[config.mk]
export PLATFORM = sky130hd
export DESIGN_NAME = mips_cpu_writeback
export DESIGN_NICKNAME = d
export VERILOG_FILES = /design/src/rtl/mips_cpu_pkg.sv /design/src/rtl/mips_cpu_load_extract.sv /design/src/rtl/mips_cpu_writeback.sv
export SDC_FILE = /design/constraint.sdc
export NUM_CORES = 1
export LEC_CHECK = 0
export CAP_MARGIN = 0
export CORE_MARGIN = 3
export CORE_UTILIZATION = 45
export CTS_BUF_LIST = sky130_fd_sc_hd__clkbuf_8
export DETAILED_ROUTE_END_ITERATION = 8
export GPL_TIMING_DRIVEN = 0
export PLACE_DENSITY = 0.74
export SYNTH_ARGS = -nofsm -noshare
export SYNTH_HDL_FRONTEND = slang
export SYNTH_SLANG_ARGS = --single-unit
[constraint.sdc]
create_clock -name clk -period 3.74 [get_ports clk]
set_input_delay 0.374 -clock clk [delete_from_list [all_inputs] [get_ports clk]]
set_output_delay 0.374 -clock clk [all_outputs]
set_load 0.05 [all_outputs]
[src/rtl/mips_cpu_pkg.sv]
// Shared types for the writeback stage: request kinds, MIPS load opcodes and FSM states.
package mips_cpu_pkg;

    typedef enum logic [1:0] {
        WB_ALU  = 2'd0,
        WB_LOAD = 2'd1,
        WB_LINK = 2'd2,
        WB_RSVD = 2'd3
    } wb_kind_t;

    typedef enum logic [2:0] {
        LT_LB   = 3'b000,
        LT_LH   = 3'b001,
        LT_LWL  = 3'b010,
        LT_LW   = 3'b011,
        LT_LBU  = 3'b100,
        LT_LHU  = 3'b101,
        LT_LWR  = 3'b110,
        LT_RSVD = 3'b111
    } load_type_t;

    typedef enum logic [1:0] {
        ST_IDLE     = 2'd0,
        ST_WAIT_MEM = 2'd1,
        ST_WRITE    = 2'd2
    } wb_state_t;

endpackage

[src/rtl/mips_cpu_load_extract.sv]
// Little-endian MIPS sub-word load extraction, including the LWL/LWR merge with the old rt value.
module mips_cpu_load_extract
    import mips_cpu_pkg::*;
(
    input  logic [31:0] rdata,
    input  load_type_t  load_type,
    input  logic [1:0]  byte_off,
    input  logic [31:0] old_rt,
    output logic [31:0] value
);

    logic [7:0]  sel_byte;
    logic [15:0] sel_half;
    logic [4:0]  lsh;
    logic [4:0]  rsh;

    assign sel_byte = rdata[{byte_off, 3'b000} +: 8];
    assign sel_half = byte_off[1] ? rdata[31:16] : rdata[15:0];
    // 8*(3-k) equals {~k,000} for a two-bit k
    assign lsh      = {~byte_off, 3'b000};
    assign rsh      = {byte_off, 3'b000};

    always_comb begin
        value = rdata;
        case (load_type)
            LT_LB:   value = {{24{sel_byte[7]}}, sel_byte};
            LT_LBU:  value = {24'h000000, sel_byte};
            LT_LH:   value = {{16{sel_half[15]}}, sel_half};
            LT_LHU:  value = {16'h0000, sel_half};
            LT_LW:   value = rdata;
            LT_LWL:  value = (rdata << lsh) | (old_rt & ~(32'hFFFF_FFFF << lsh));
            LT_LWR:  value = (rdata >> rsh) | (old_rt & ~(32'hFFFF_FFFF >> rsh));
            default: value = rdata;
        endcase
    end

endmodule

[src/rtl/mips_cpu_writeback.sv]
// Register-file writeback sequencer: turns ALU/LINK/LOAD completions into single-cycle write strobes.
module mips_cpu_writeback
    import mips_cpu_pkg::*;
#(
    parameter int MEM_TIMEOUT = 64
) (
    input  logic        clk,
    input  logic        reset,
    input  logic        req_valid,
    output logic        req_ready,
    input  logic [1:0]  req_kind,
    input  logic [4:0]  req_dest,
    input  logic [31:0] req_data,
    input  logic [2:0]  req_load_type,
    input  logic [1:0]  req_byte_off,
    input  logic [31:0] req_old_rt,
    input  logic [31:0] mem_rdata,
    input  logic        mem_rvalid,
    output logic        reg_we,
    output logic [4:0]  reg_waddr,
    output logic [31:0] reg_wdata,
    output logic        busy,
    output logic        err
);

    localparam int               CTR_W     = $clog2(MEM_TIMEOUT + 1);
    localparam logic [CTR_W-1:0] CTR_LIMIT = CTR_W'(MEM_TIMEOUT);

    wb_state_t        state, state_nxt;
    logic [CTR_W-1:0] ctr, ctr_nxt, ctr_inc;
    logic [4:0]       cap_dest, cap_dest_nxt;
    load_type_t       cap_type, cap_type_nxt;
    logic [1:0]       cap_off, cap_off_nxt;
    logic [31:0]      cap_old, cap_old_nxt;
    logic             we_nxt, err_nxt;
    logic [4:0]       waddr_nxt;
    logic [31:0]      wdata_nxt;
    logic             accept;
    logic [31:0]      load_value;
    wb_kind_t         kind;

    assign req_ready = (state == ST_IDLE) || (state == ST_WRITE);
    assign busy      = (state != ST_IDLE);
    assign accept    = req_valid && req_ready;
    assign kind      = wb_kind_t'(req_kind);
    assign ctr_inc   = ctr + CTR_W'(1);

    mips_cpu_load_extract u_extract (
        .rdata     (mem_rdata),
        .load_type (cap_type),
        .byte_off  (cap_off),
        .old_rt    (cap_old),
        .value     (load_value)
    );

    always_ff @(posedge clk) begin
        if (reset) begin
            state     <= ST_IDLE;
            ctr       <= '0;
            cap_dest  <= '0;
            cap_type  <= LT_LB;
            cap_off   <= '0;
            cap_old   <= '0;
            reg_we    <= 1'b0;
            reg_waddr <= '0;
            reg_wdata <= '0;
            err       <= 1'b0;
        end else begin
            state     <= state_nxt;
            ctr       <= ctr_nxt;
            cap_dest  <= cap_dest_nxt;
            cap_type  <= cap_type_nxt;
            cap_off   <= cap_off_nxt;
            cap_old   <= cap_old_nxt;
            reg_we    <= we_nxt;
            reg_waddr <= waddr_nxt;
            reg_wdata <= wdata_nxt;
            err       <= err_nxt;
        end
    end

    always_comb begin
        state_nxt    = state;
        ctr_nxt      = ctr;
        cap_dest_nxt = cap_dest;
        cap_type_nxt = cap_type;
        cap_off_nxt  = cap_off;
        cap_old_nxt  = cap_old;
        we_nxt       = 1'b0;
        waddr_nxt    = reg_waddr;
        wdata_nxt    = reg_wdata;
        err_nxt      = 1'b0;

        case (state)
            ST_IDLE, ST_WRITE: begin
                if (!accept) begin
                    state_nxt = ST_IDLE;
                end else if (kind == WB_LOAD) begin
                    state_nxt    = ST_WAIT_MEM;
                    ctr_nxt      = '0;
                    cap_dest_nxt = req_dest;
                    cap_type_nxt = load_type_t'(req_load_type);
                    cap_off_nxt  = req_byte_off;
                    cap_old_nxt  = req_old_rt;
                end else begin
                    // ALU, LINK and the reserved kind all write req_data directly
                    state_nxt = ST_WRITE;
                    we_nxt    = (req_dest != 5'd0);
                    waddr_nxt = req_dest;
                    wdata_nxt = req_data;
                end
            end
            ST_WAIT_MEM: begin
                if (mem_rvalid) begin
                    state_nxt = ST_WRITE;
                    we_nxt    = (cap_dest != 5'd0);
                    waddr_nxt = cap_dest;
                    wdata_nxt = load_value;
                    err_nxt   = (cap_type == LT_RSVD);
                end else begin
                    ctr_nxt = ctr_inc;
                    if (ctr_inc == CTR_LIMIT) begin
                        state_nxt = ST_IDLE;
                        err_nxt   = 1'b1;
                    end
                end
            end
            default: state_nxt = ST_IDLE;
        endcase
    end

endmodule

==> key figures <==
CTS
  • TritonCTS clock tree: done
  • Clk Tree Root Cell: clkbuf_8
  • Clk slew on worst S/H paths: 0.10 ns
  • Sink Count: 90
  • Post-CTS Setup Bufs: 0
  • CTS Buf Count: 9
  • CTS H-tree depth: 3
  • Post_cts resized: 0
  • Maximum root-to-sink buffer count: 2
  • Clock latency on the worst-skew pair: about 0.4 ns
  • CTS Hold Buffers Added: 0

Floorplanning
  • Die Area: between 0.01 and 0.015 mm2
  • # rows: 41
  • Die W: 120 um
  • Boundary pin count: 153
  • Initial Utilization: 0.464
  • Core area: 0.0127 mm2
  • Die H: 120 um

Min path
  • Hold Crit Class: reg2reg

Yosys
  • Syn Area/Cell: a little over 8 um2
  • Ys flop type: dfxtp_1
  • Seq/Total Area, Yosys: 0.307
  • Synthesized cell area: 0.00587 mm2
  • Cells after Synth: approximately 710
  • Yosys Warn Count: 0
  • Seq cells post-synth: 90
  • EDFF count, synth: 0
  • Synth async-reset ratio: 0
  • Netlist cell types: between 60 and 70
  • Syn_nets: ~830

STA
  • Worst slew margin: 0.450
  • Tmin final: 2.30 ns
  • Final Skew: 0.0108 ns
  • Worst slew pin tran: approximately 0.82 ns
  • RSZ-0062 raised after global routing: no
  • Maximum clock rate: 0.434 GHz
  • Hold violation count in the final report: 0
  • TNS Setup: 0 ns
  • Slew Viols, Final: 0
  • Final worst path period share: 0.616
  • Final Setup Violations: 0

Place
  • Hpwl dp: 18900 um
  • Post-Place Cell Area: about 0.0076 mm2
  • GP Congestion: 0.961
  • PortBufs: ~150

Global routing
  • Vias in the first global route: 6491
  • All-Layer GR Usage: 0.335
  • Gr ovfl total: 0
  • Antenna violations before repair: 0
  • First-pass GRT wire length: 37100 um
  • Largest net degree at the start of global routing: 18

Final layout
  • Antenna Cells: 0
  • Fin nets: a little under 1000
  • Most common cell after layout, fill and taps aside: clkdlybuf4s50_1
  • Layout cells sized above 1: 0.0876
  • Commonest non-fill, non-tap cells in the layout: clkdlybuf4s50_1 (151), nand2_1 (122), dfxtp_1 (90)
  • Final instance area: 0.00781 mm2
  • P&R area growth vs syn: 33.0%

Critical path
  • Worst-path fanout max: 10
  • WP data required: 3.99 ns
  • Worst EP arrival: roughly 2.6 ns
  • WS Path Type: reg2reg
  • Startpoint Class: flip-flop
  • Crit path capture type: flip-flop

Job
  • Number of max-cap violations: 0

Route
  • WL final: 24800 um
  • Routed Antenna Nets: 0
  • Via-per-instance ratio: 6.42
  • Remaining DRCs: 0
  • Starting DRC count in detailed routing: roughly 720
  • Detailed Routing Iterations Pass 1: 5
  • DR WL/cell: 23.6 um
  • Vias post-DR: just under 7000

Power and ir drop
  • Switching Fraction: 0.346
  • Peak VDD IR: between 0.0002 and 0.00025 V
  • P_leak: around 2.6 nW
  • Combinational power share: 0.286
  • Power density cells: 318 mW/mm2
  • Share of power burned in registers: 0.417
  • Pint: ~1.6 mW
  • Clock Power Share: 0.297
  • Total net switching power: 0.859 mW

Outcome
  • Status: finished clean
## registers in the layout, summed over array words and instances (netlist names), 2 cells and up
name,flops
reg_wdata,32
cap_off,2
ctr,7
reg_waddr,5
state,2
cap_type,3
cap_old,32
cap_dest,5
## through the flow
stage / std cells / power (mW) / setup slack (ns) / utilization / hold slack (ns)
final: 1051 / 2.48 / 1.44 / 0.616 / 0.464
after global routing: 1051 / 2.56 / 1.35 / 0.616 / 0.479
after CTS: 1051 / 2.47 / 1.49 / 0.616 / 0.464
after detailed placement: 1035 / 1.75 / 1.24 / 0.600 / 0.449
after global placement: 1035 / 1.74 / 1.26 / 0.600 / 0.446
after floorplan: 712 / 1.44 / 2.06 / - / 0.436
## layout make-up
type / count / area (um2)
fill: 1161 / 4860
multi-input combinational: 548 / 3690
sequential: 90 / 1800
timing repair buffer: 151 / 1510
buffer: 70 / 362
tap: 172 / 215
clock buffer: 9 / 124
clock inverter: 7 / 85.1
inverter: 4 / 15.0
## layer usage
metal | GRT usage | up-vias | share of wire
met2 | 0.532 | 436 | 0.46
met5 | 0 | - | 0
met1 | 0.454 | 3224 | 0.42
met3 | 0.0589 | 63 | 0.094
met4 | 0.132 | 0 | 0.031
li1 | - | 3021 | -
## power groups by stage
| stage | registers, mW | logic (mW) | clock network, mW |
|---|---|---|---|
| 6_report | 1.04 | 0.711 | 0.737 |
| 5_1_grt | 1.04 | 0.743 | 0.773 |
| 4_1_cts | 1.03 | 0.698 | 0.740 |
| 3_5_place_dp | 1.06 | 0.695 | 0 |
| 3_3_place_gp | 1.05 | 0.685 | 0 |
| 2_1_floorplan | 1.15 | 0.286 | 0 |
## critical path: stages, from the launching register on
cell and delay (ns):
dfxtp_1 0.36, buf_6 0.18, buf_2 0.27, buf_1 0.66
a31oi_1 0.17, o311ai_0 0.37, o22ai_1 0.15
## cells by family after synthesis
family                     synth area share
and+or+nand+nor                       0.187
AOI/OAI and AO/OA                     0.309
muxes                                 0.131
adders and majority gates           0.00213
DFF                                   0.307
buffers and inverters                0.0641
## synthesized netlist by cell type, drive strengths merged, types with 2 or more instances
master | n | area share
nand2 | 122 | 0.078
dfxtp | 90 | 0.31
a21oi | 82 | 0.070
mux2i | 65 | 0.11
buf | 40 | 0.042
nor2 | 34 | 0.022
clkbuf | 30 | 0.019
a211oi | 23 | 0.032
a311oi | 20 | 0.030
o22ai | 19 | 0.020
o22a | 17 | 0.025
o21ai | 14 | 0.012
o221ai | 14 | 0.021
o211ai | 13 | 0.017
a22oi | 10 | 0.013
nor4b | 10 | 0.017
a221oi | 9 | 0.013
mux2 | 9 | 0.017
and3b | 8 | 0.012
o2bb2ai | 8 | 0.015
a2bb2oi | 7 | 0.013
nor2b | 6 | 0.0064
nor3 | 6 | 0.0051
and3 | 5 | 0.0053
nand2b | 5 | 0.0066
a32oi | 4 | 0.0060
inv | 4 | 0.0026
a21o | 3 | 0.0038
a31oi | 3 | 0.0032
and2 | 3 | 0.0032
nand3 | 3 | 0.0026
nor3b | 3 | 0.0055
or2 | 3 | 0.0032
nand4b | 2 | 0.0030
nand4bb | 2 | 0.0038
nor4bb | 2 | 0.0034
or4 | 2 | 0.0026
## final timing paths
| check | slack [ns] | endpoint | depth (start not counted) | start |
|---|---|---|---|---|
| worst max-delay path | 1.44 | reg_wdata[7] | 6 | cap_off[1] |
| worst min-delay path | 0.46 | cap_old[0] | 2 | cap_old[0] |
| worst max register to register | 1.44 | reg_wdata[7] | 6 | cap_off[1] |
| worst min register to register | 0.46 | cap_old[0] | 2 | cap_old[0] |
Power figures use the tool's default switching activity.
